### src/rtl/fpu_issue_ctrl.sv
// fpu_issue_ctrl: single-outstanding float issue sequencer between decode and the FPU.
// Flow: IDLE -> LAUNCH -> BUSY -> WB -> IDLE, plus sticky fflags accumulation.
// Optional BUSY watchdog: define FPU_ISSUE_TIMEOUT_EN to abort after TIMEOUT_CYCLES.
module fpu_issue_ctrl #(
    parameter int TIMEOUT_CYCLES = 64
) (
    input  logic        clk,
    input  logic        n_rst,
    input  logic        issue_valid,
    output logic        issue_ready,
    input  logic [6:0]  issue_funct7,
    input  logic [4:0]  issue_rs1,
    input  logic [4:0]  issue_rs2,
    input  logic [4:0]  issue_rd,
    input  logic [2:0]  issue_frm,
    input  logic        issue_lw,
    input  logic        issue_sw,
    input  logic [31:0] issue_dload,
    input  logic [2:0]  csr_frm,
    input  logic        flush,
    input  logic        fflags_clr,
    input  logic        fpu_ready,
    input  logic [31:0] fpu_result,
    input  logic [4:0]  fpu_flags,
    output logic        fpu_start,
    output logic [6:0]  fpu_funct7,
    output logic [4:0]  fpu_rs1,
    output logic [4:0]  fpu_rs2,
    output logic [4:0]  fpu_rd,
    output logic [2:0]  fpu_frm,
    output logic        fpu_lw,
    output logic        fpu_sw,
    output logic [31:0] fpu_dload,
    output logic        fpu_wen,
    output logic [31:0] store_data,
    output logic        store_valid,
    output logic        stall,
    output logic [4:0]  fflags,
    output logic        illegal_rm
);

    typedef enum logic [1:0] {IDLE, LAUNCH, BUSY, WB} state_t;

    state_t      r_state, w_next;
    logic        r_alive;
    logic [6:0]  r_funct7;
    logic [4:0]  r_rs1, r_rs2, r_rd;
    logic [2:0]  r_frm;
    logic        r_lw, r_sw;
    logic [31:0] r_dload, r_res;
    logic [4:0]  r_cflags, r_fflags;
    logic        r_illegal;

    logic        w_accept, w_rm_bad, w_timeout, w_start, w_wen, w_sv;
    logic [2:0]  w_rm;
    logic [4:0]  w_fl_set;

    // r_alive keeps issue_ready low while reset is held and for the release edge
    assign issue_ready = (r_state == IDLE) && !flush && r_alive;
    assign w_accept    = issue_valid && issue_ready;
    assign w_rm        = (issue_frm == 3'b111) ? csr_frm : issue_frm;
    assign w_rm_bad    = (w_rm >= 3'b101);

`ifdef FPU_ISSUE_TIMEOUT_EN
    logic [15:0] r_cnt;
    // BUSY watchdog: counts completed BUSY cycles, cleared whenever BUSY is left
    always_ff @(posedge clk or negedge n_rst) begin
        if (!n_rst)                                  r_cnt <= '0;
        else if (r_state == BUSY && w_next == BUSY)  r_cnt <= r_cnt + 16'd1;
        else                                         r_cnt <= '0;
    end
    assign w_timeout = (r_state == BUSY) && !flush && !fpu_ready &&
                       (r_cnt == 16'(TIMEOUT_CYCLES - 1));
`else
    logic w_unused_tmo;
    assign w_unused_tmo = ^TIMEOUT_CYCLES;
    assign w_timeout    = 1'b0;
`endif

    // state register
    always_ff @(posedge clk or negedge n_rst) begin
        if (!n_rst) begin
            r_state <= IDLE;
            r_alive <= 1'b0;
        end else begin
            r_state <= w_next;
            r_alive <= 1'b1;
        end
    end

    // next state and single-cycle strobes; flush suppresses every side effect
    always_comb begin
        w_next  = r_state;
        w_start = 1'b0;
        w_wen   = 1'b0;
        w_sv    = 1'b0;
        case (r_state)
            IDLE:   if (w_accept && !w_rm_bad) w_next = LAUNCH;
            LAUNCH: begin
                w_start = !flush;
                w_next  = flush ? IDLE : BUSY;
            end
            BUSY: begin
                if (flush)          w_next = IDLE;
                else if (fpu_ready) w_next = WB;
                else if (w_timeout) w_next = IDLE;
            end
            WB: begin
                w_next = IDLE;
                w_wen  = !flush && !r_sw;
                w_sv   = !flush && r_sw;
            end
            default: w_next = IDLE;
        endcase
    end

    // flags to OR into fflags this cycle (arith writeback, or NV on watchdog abort)
    always_comb begin
        w_fl_set = '0;
        if (r_state == WB && !flush && !r_lw && !r_sw) w_fl_set = r_cflags;
        if (w_timeout) w_fl_set = w_fl_set | 5'b10000;
    end

    // held instruction fields, captured FPU result/flags, and the rm-reject pulse
    always_ff @(posedge clk or negedge n_rst) begin
        if (!n_rst) begin
            r_funct7  <= '0;
            r_rs1     <= '0;
            r_rs2     <= '0;
            r_rd      <= '0;
            r_frm     <= '0;
            r_lw      <= 1'b0;
            r_sw      <= 1'b0;
            r_dload   <= '0;
            r_res     <= '0;
            r_cflags  <= '0;
            r_illegal <= 1'b0;
        end else begin
            r_illegal <= w_accept && w_rm_bad;
            if (w_accept) begin
                r_funct7 <= issue_funct7;
                r_rs1    <= issue_rs1;
                r_rs2    <= issue_rs2;
                r_rd     <= issue_rd;
                r_frm    <= w_rm;
                r_lw     <= issue_lw;
                r_sw     <= issue_sw;
                r_dload  <= issue_dload;
            end
            if (r_state == BUSY && fpu_ready && !flush) begin
                r_res    <= fpu_result;
                r_cflags <= fpu_flags;
            end
        end
    end

    // sticky flags: a same-cycle clear is applied before the new flags are ORed in
    always_ff @(posedge clk or negedge n_rst) begin
        if (!n_rst) r_fflags <= '0;
        else        r_fflags <= (fflags_clr ? 5'b0 : r_fflags) | w_fl_set;
    end

    assign fpu_start   = w_start;
    assign fpu_wen     = w_wen;
    assign store_valid = w_sv;
    assign stall       = (r_state != IDLE);
    assign fpu_funct7  = r_funct7;
    assign fpu_rs1     = r_rs1;
    assign fpu_rs2     = r_rs2;
    assign fpu_rd      = r_rd;
    assign fpu_frm     = r_frm;
    assign fpu_lw      = r_lw;
    assign fpu_sw      = r_sw;
    assign fpu_dload   = r_dload;
    assign store_data  = r_res;
    assign fflags      = r_fflags;
    assign illegal_rm  = r_illegal;

endmodule
### config.mk
export PLATFORM = sky130hd
export DESIGN_NAME = fpu_issue_ctrl
export DESIGN_NICKNAME = d
export VERILOG_FILES = /design/src/rtl/fpu_issue_ctrl.sv
export SDC_FILE = /design/constraint.sdc
export NUM_CORES = 1
export LEC_CHECK = 0
export BUFFER_PORTS_ARGS = -buffer_cell sky130_fd_sc_hd__buf_4
export CORE_MARGIN = 4
export CORE_UTILIZATION = 45
export DETAILED_ROUTE_END_ITERATION = 6
export GPL_ROUTABILITY_DRIVEN = 1
export PLACE_DENSITY = 0.87
export REMOVE_ABC_BUFFERS = 1
export SLEW_MARGIN = 0
export SYNTH_ARGS = -nofsm -noshare
export SYNTH_HDL_FRONTEND = slang
export SYNTH_SLANG_ARGS = --single-unit
### constraint.sdc
create_clock -name clk -period 1.9 [get_ports clk]
set_clock_uncertainty 0.2 [all_clocks]
set_input_delay 0.095 -clock clk [delete_from_list [all_inputs] [get_ports clk]]
set_output_delay 0.095 -clock clk [all_outputs]
set_load 0.02 [all_outputs]
# [Yosys cells after proc, flatten, opt, wreduce, memory -nomap -nowiden]
# Index checks and enable logic that the tools add are counted.
[totals] ff_bits=105 elab_cells=52 out_inout_bits=102 input_bits=105
[op_classes] muxes=11 bitwise_logic=1 magnitude_cmp=1 n_eq_ne=6 n_reduce_logical=19
[op_table] cell="$logic_and A1 B1 Y1" n=12
[op_table] cell="$mux W5" n=2
[op_table] cell="$mux W2" n=4
[op_table] cell="$pmux W2 S4" n=1
[op_table] cell="$or A5 B5 Y5" n=1
[op_table] cell="$eq A2 B2 Y1 const B" n=2
[op_table] cell="$logic_not A1 Y1" n=4
[op_table] cell="$eq A3 B3 Y1 const B" n=1
[op_table] cell="$ge A3 B3 Y1 const B" n=1
[op_table] cell="$mux W1" n=3
[op_table] cell="$mux W3" n=1
[op_table] cell="$ne A3 B3 Y1 const B" n=1
[op_table] cell="$eq A2 B1 Y1 const B" n=1
[op_table] cell="$logic_not A2 Y1" n=1
[op_table] cell="$ne A2 B1 Y1 const B" n=1
[op_table] cell="$reduce_and A2 Y1" n=1
[op_table] cell="$reduce_bool A2 Y1" n=1

# [Logic depth before layout (Yosys ltp)]
[depth] depth_word=7 ltp_mapped=5 depth_no_buf=4

# [Least setup slack after synthesis]
# OpenSTA, ideal clock, no wires.
[synth_path] kind="flip-flop to flip-flop" from="register r_state[1]" to="register r_dload[7], in the netlist fpu_dload[7]" arrival_time_ns=1.556 synth_period_minus_slack_ns=1.883 setup_slack_ns=0.017 t_required_ns=1.572 setup_time_ns=0.128 n_path_buf=1 stages_incl_launch_ff=5 path_cell_list="dfrtp_1 nor4b_4 nand2_4 buf_4 mux2_1"
[synth_between] elab_chain_len=4
[synth_lines] element="start: declaration" line="44" text="state_t r_state, w_next;"
[synth_lines] element="start signal: assignment" line="86" text="r_state <= w_next;"
[synth_lines] element="$logic_not A2 Y1" line="59" text="assign issue_ready = (r_state == IDLE) && !flush && r_alive;"
[synth_lines] element="$logic_and A1 B1 Y1 (2 in series)" line="59"
[synth_lines] element="via issue_ready" line="10" text="output logic issue_ready,"
[synth_lines] element="$logic_and A1 B1 Y1" line="60" text="assign w_accept = issue_valid && issue_ready;"
[synth_lines] element="end signal: assignment" line="148" text="r_dload <= issue_dload;"
[synth_lines] element="end: declaration" line="50" text="logic [31:0] r_dload, r_res;"
# The timed path passes the listed nets, and every way through them passes these cells.
# A chain may end at the register's enable or synchronous reset.

# [Final worst setup path]
[layout_path] from="register r_state[1]" to="register r_res[0], in the netlist store_data[0]"
[layout_between] elab_chain_len=3
[layout_lines] element="$eq A2 B2 Y1" line="150" text="if (r_state == BUSY && fpu_ready && !flush) begin"
[layout_lines] element="$logic_and A1 B1 Y1 (2 in series)" line="150"
[layout_lines] element="end signal: assignment" line="151" text="r_res <= fpu_result;"
[layout_lines] element="end: declaration" line="50"
# Every way passes these cells.

==> summary.txt <==
=====================================================================================================
Sequential cell fraction of total power                                                         43.3%
Run status                                                                               finished clean
Detailed placer's ending HPWL                                                            7410 microns
Share of total power in combinational logic                                                     37.9%
Seq cells post-synth                                                                              105
Drc violations                                                                                      0
Number of buffers between clock root and the deepest sink                                           2
Vias in the first global route                                                                   3592
Multi-input gate area in the final layout                                                  1270 sq um
Critical Setup Path Class                                                                     reg2reg
Routed len/inst                                                                          17.8 microns
Power density relative to cell area                                                      1090 nW/um^2
Number of buffers and inverters on the critical path                                                1
XOR/XNOR share of the synthesized area                                                         0.219%
Total power consumption of the routed design                                                  7.53 mW
Kind of end point of the critical path                                                      flip-flop
Number of clock sinks                                                                             105
Library cells used by synthesis                                                                    25
DP Cell Count                                                                                     554
TritonCTS Buffers                                                                                   9
Largest family of logic cells by synthesized area                                        multiplexers
Number of search-and-repair iterations in the first detailed-routing pass                           4
Post-Route Hold Slack                                                                         44.5 ps
Leakage Power                                                                                 3.38 nW
Cell Int Power                                                                                5.00 mW
Area share of and/or/nand/nor cells after synthesis                                             3.28%
Root Buffer Master                                                                       sky130_fd_sc_hd__clkbuf_8
Clock share of power                                                                            18.8%
Initial detailed-routing violation count                                                           52
F_max                                                                                         549 MHz
Count of mapped cells out of synthesis                                                            244
Switching portion of total power                                                                33.6%
Number of hold violations in the final report                                                       0
CP cell instances                                                                        nor2b_1 > and3b_1 > buf_12 > mux2_2
Max-capacitance violation count                                                                     0
Fraction of synthesized area in multiplexers                                                    26.2%
Yosys warning total                                                                                 0
Placeable core region                                                                      8680 sq um
Maximum number of pins on one net before global-route repair                                       58
Hold crit path type                                                                          in2async
Synth Cell Area                                                                            4000 sq um
Number of vias after detailed routing                                                            3199
CTS tree                                                                                          yes
Die H                                                                                     102 microns
Total Routed Length                                                                      12000 microns
Arrival time at the worst endpoint                                                            1850 ps
Required arrival time at the worst endpoint                                                   1930 ps
Post-CTS Setup Inserts                                                                              0
Worst reg2reg path depth                                                                            4
Boundary Pins                                                                                     207
Clock edge transition at the registers on the reported setup and hold paths                    100 ps
Number of nets with antenna violations after routing                                                0
Final-stage net count                                                                             667
Net load switching power                                                                      2.53 mW
Number of port buffers                                                                            206
Initial cell density of the core                                                                46.1%
Post-synthesis share of cell area spent on full adders, half adders and majority gates             0%
CP max FO                                                                                          38
Top cell family by delay on the critical path                                            simple AND/OR/NAND/NOR gates
Seq/Total Area, Yosys                                                                           65.6%
Die width                                                                                 102 microns
Final critical delay including setup and external delays                                      1820 ps
Global-route wire length before repair                                                   18400 microns
Number of diodes                                                                                    0
Final setup violation count                                                                         0
Compound-gate portion of the synthesized area                                                   2.06%
Slowest cell on the critical path                                                        sky130_fd_sc_hd__dfrtp_2
Area delta synth->final                                                                         73.3%
Flop2flop setup slack                                                                           80 ps
Antenna violations before repair                                                                    0
Period utilization                                                                              95.9%
Proportion of layout cells with a drive suffix above 1                                          48.0%
RSZ-0062 raised after global routing                                                            false
GRT Resource Usage Total                                                                        22.9%
RePlAce Congestion                                                                              0.800
Count of placed standard cells in the final layout, fillers left out                              675
Average cell area after synthesis                                                          16.4 sq um
Cell Rows                                                                                          34
Vias per Instance                                                                                4.74
Launching element type of the critical path                                                 flip-flop
Overflow left after global routing                                                                  0
Number of slew-limit violations in the final report                                                 0
Maximum resistive drop on vdd                                                                0.723 mV
Sequential cell area                                                                       2630 sq um
CP peak stage delay                                                                            430 ps
Count of fill cells added during filler insertion                                                 456
Die outline area                                                                          10500 sq um
H-tree lvl count                                                                                    3
Terminus of the critical flop-to-flop path                                               store_data[0]$_DFFE_PN0P_
Insertion delay to the later sink of the worst-skew pair                                       350 ps
Beginning of the worst register-to-register path                                         r_state[1]$_DFFE_PN0P_
=====================================================================================================
[stage by stage]
stage / worst slack [ps] / cell area, sq um / TNS, ps / util [%]
6_report: 78.0 / 6940 / 0 / 80.0
4_1_cts: 56.4 / 6940 / 0 / 80.0
5_1_grt: 22.9 / 6940 / 0 / 80.0
3_5_place_dp: 67.1 / 5680 / 0 / 65.5
3_3_place_gp: 129 / 5680 / 0 / 65.5
2_1_floorplan: -421 / 3910 / -27610 / -
[metal layers]
metal	wire length (microns)	GRT usage (%)	up-vias
met4	118	5.55	0
met3	1000	7.10	12
met5	0	0	-
li1	-	-	1484
met2	6540	42.5	134
met1	4380	25.6	1569
[cell usage in the layout, fill, tap and decap left out, types with 2 or more instances in the layout]
| cell | Yosys | layout |
|---|---|---|
| sky130_fd_sc_hd__buf_12 | 0 | 4 |
| sky130_fd_sc_hd__dlygate4sd3_1 | 0 | 105 |
| sky130_fd_sc_hd__a22o_1 | 5 | 5 |
| sky130_fd_sc_hd__dfrtp_1 | 105 | 104 |
| sky130_fd_sc_hd__nor3_1 | 2 | 2 |
| sky130_fd_sc_hd__mux2_1 | 52 | 52 |
| sky130_fd_sc_hd__mux2_2 | 41 | 41 |
| sky130_fd_sc_hd__o21ai_0 | 5 | 5 |
| sky130_fd_sc_hd__clkbuf_8 | 0 | 11 |
| sky130_fd_sc_hd__buf_4 | 2 | 208 |
| sky130_fd_sc_hd__nor2_1 | 3 | 3 |
| sky130_fd_sc_hd__nand2_1 | 7 | 7 |
[layout make-up]
class	count	area share, %
Sequential cell	105	37.9
Clock inverter	4	0.739
Multi-Input combinational cell	128	18.4
Inverter	1	0.0541
Clock buffer	12	2.24
Timing Repair Buffer	317	38.8
Tap cell	108	1.95
[cells by family after synthesis]
kind of cell	count (synthesis)
AOI/OAI and AO/OA	12
buffers and inverters	11
muxes	93
other	1
DFF	105
and+or+nand+nor	21
xor gates and xnor gates	1
[synth_stat cells, drive strengths merged]
| master | count | area [sq um] |
|---|---|---|
| nor4b | 1 | 23.8 |
| o21ai | 5 | 25.0 |
| buf | 10 | 98.8 |
| mux2 | 93 | 1050 |
| a22o | 5 | 43.8 |
| and3 | 1 | 6.26 |
| nor3 | 2 | 10.0 |
| nor2b | 1 | 6.26 |
| nor3b | 1 | 7.51 |
| o22ai | 1 | 6.26 |
| xnor2 | 1 | 8.76 |
| and3b | 1 | 8.76 |
| inv | 1 | 3.75 |
| nand3b | 1 | 7.51 |
| nand2b | 1 | 6.26 |
| dfrtp | 105 | 2630 |
| or2 | 1 | 6.26 |
| nor2 | 3 | 11.3 |
| o21bai | 1 | 7.51 |
| conb | 1 | 3.75 |
| nand2 | 8 | 37.5 |
[power groups by stage]
stage	Sequential [mW]	Clock (mW)	Combinational, mW
after floorplan	3.96	0	0.548
after global placement	3.23	0	2.59
after detailed placement	3.28	0	2.66
after CTS	3.24	1.45	2.83
after global routing	3.33	1.55	3.01
final	3.27	1.42	2.85
[sequential cells by signal, indices dropped and copies added (netlist names)]
signal      flops
fpu_rs1         5
store_data     32
fpu_lw          1
fpu_funct7      7
fflags          5
r_state         2
fpu_sw          1
illegal_rm      1
r_alive         1
fpu_frm         3
fpu_rs2         5
fpu_rd          5
r_cflags        5
fpu_dload      32
[worst register-to-register path, delay by kind of cell (launching register included)]
kind          cells  cell delay (ps)
buf+inv           1              220
flops             1              430
mux               1              410
simple gates      2              450
[worst max-delay path by stage]
stage,end,start,slack (ps),depth (start not counted)
floorplan,r_cflags[0]$_DFFE_PN0P_,r_state[1]$_DFFE_PN0P_,-420,3
global placement,store_data[21]$_DFFE_PN0P_,r_state[1]$_DFFE_PN0P_,130,4
detailed placement,store_data[18]$_DFFE_PN0P_,r_state[1]$_DFFE_PN0P_,70,4
CTS,r_cflags[3]$_DFFE_PN0P_,r_state[1]$_DFFE_PN0P_,60,4
global route,fpu_dload[16]$_DFFE_PN0P_,r_state[0]$_DFFE_PN0P_,20,4
finish,store_data[0]$_DFFE_PN0P_,r_state[1]$_DFFE_PN0P_,80,4
[repair_timing]
| action | CTS | global route |
|---|---|---|
| hold buffers | 105 | 0 |
| hold endpoints to repair | 209 | 0 |
| resized for setup | 0 | 1 |
| setup endpoints to repair | 0 | 15 |
Power figures use the tool's default switching activity.
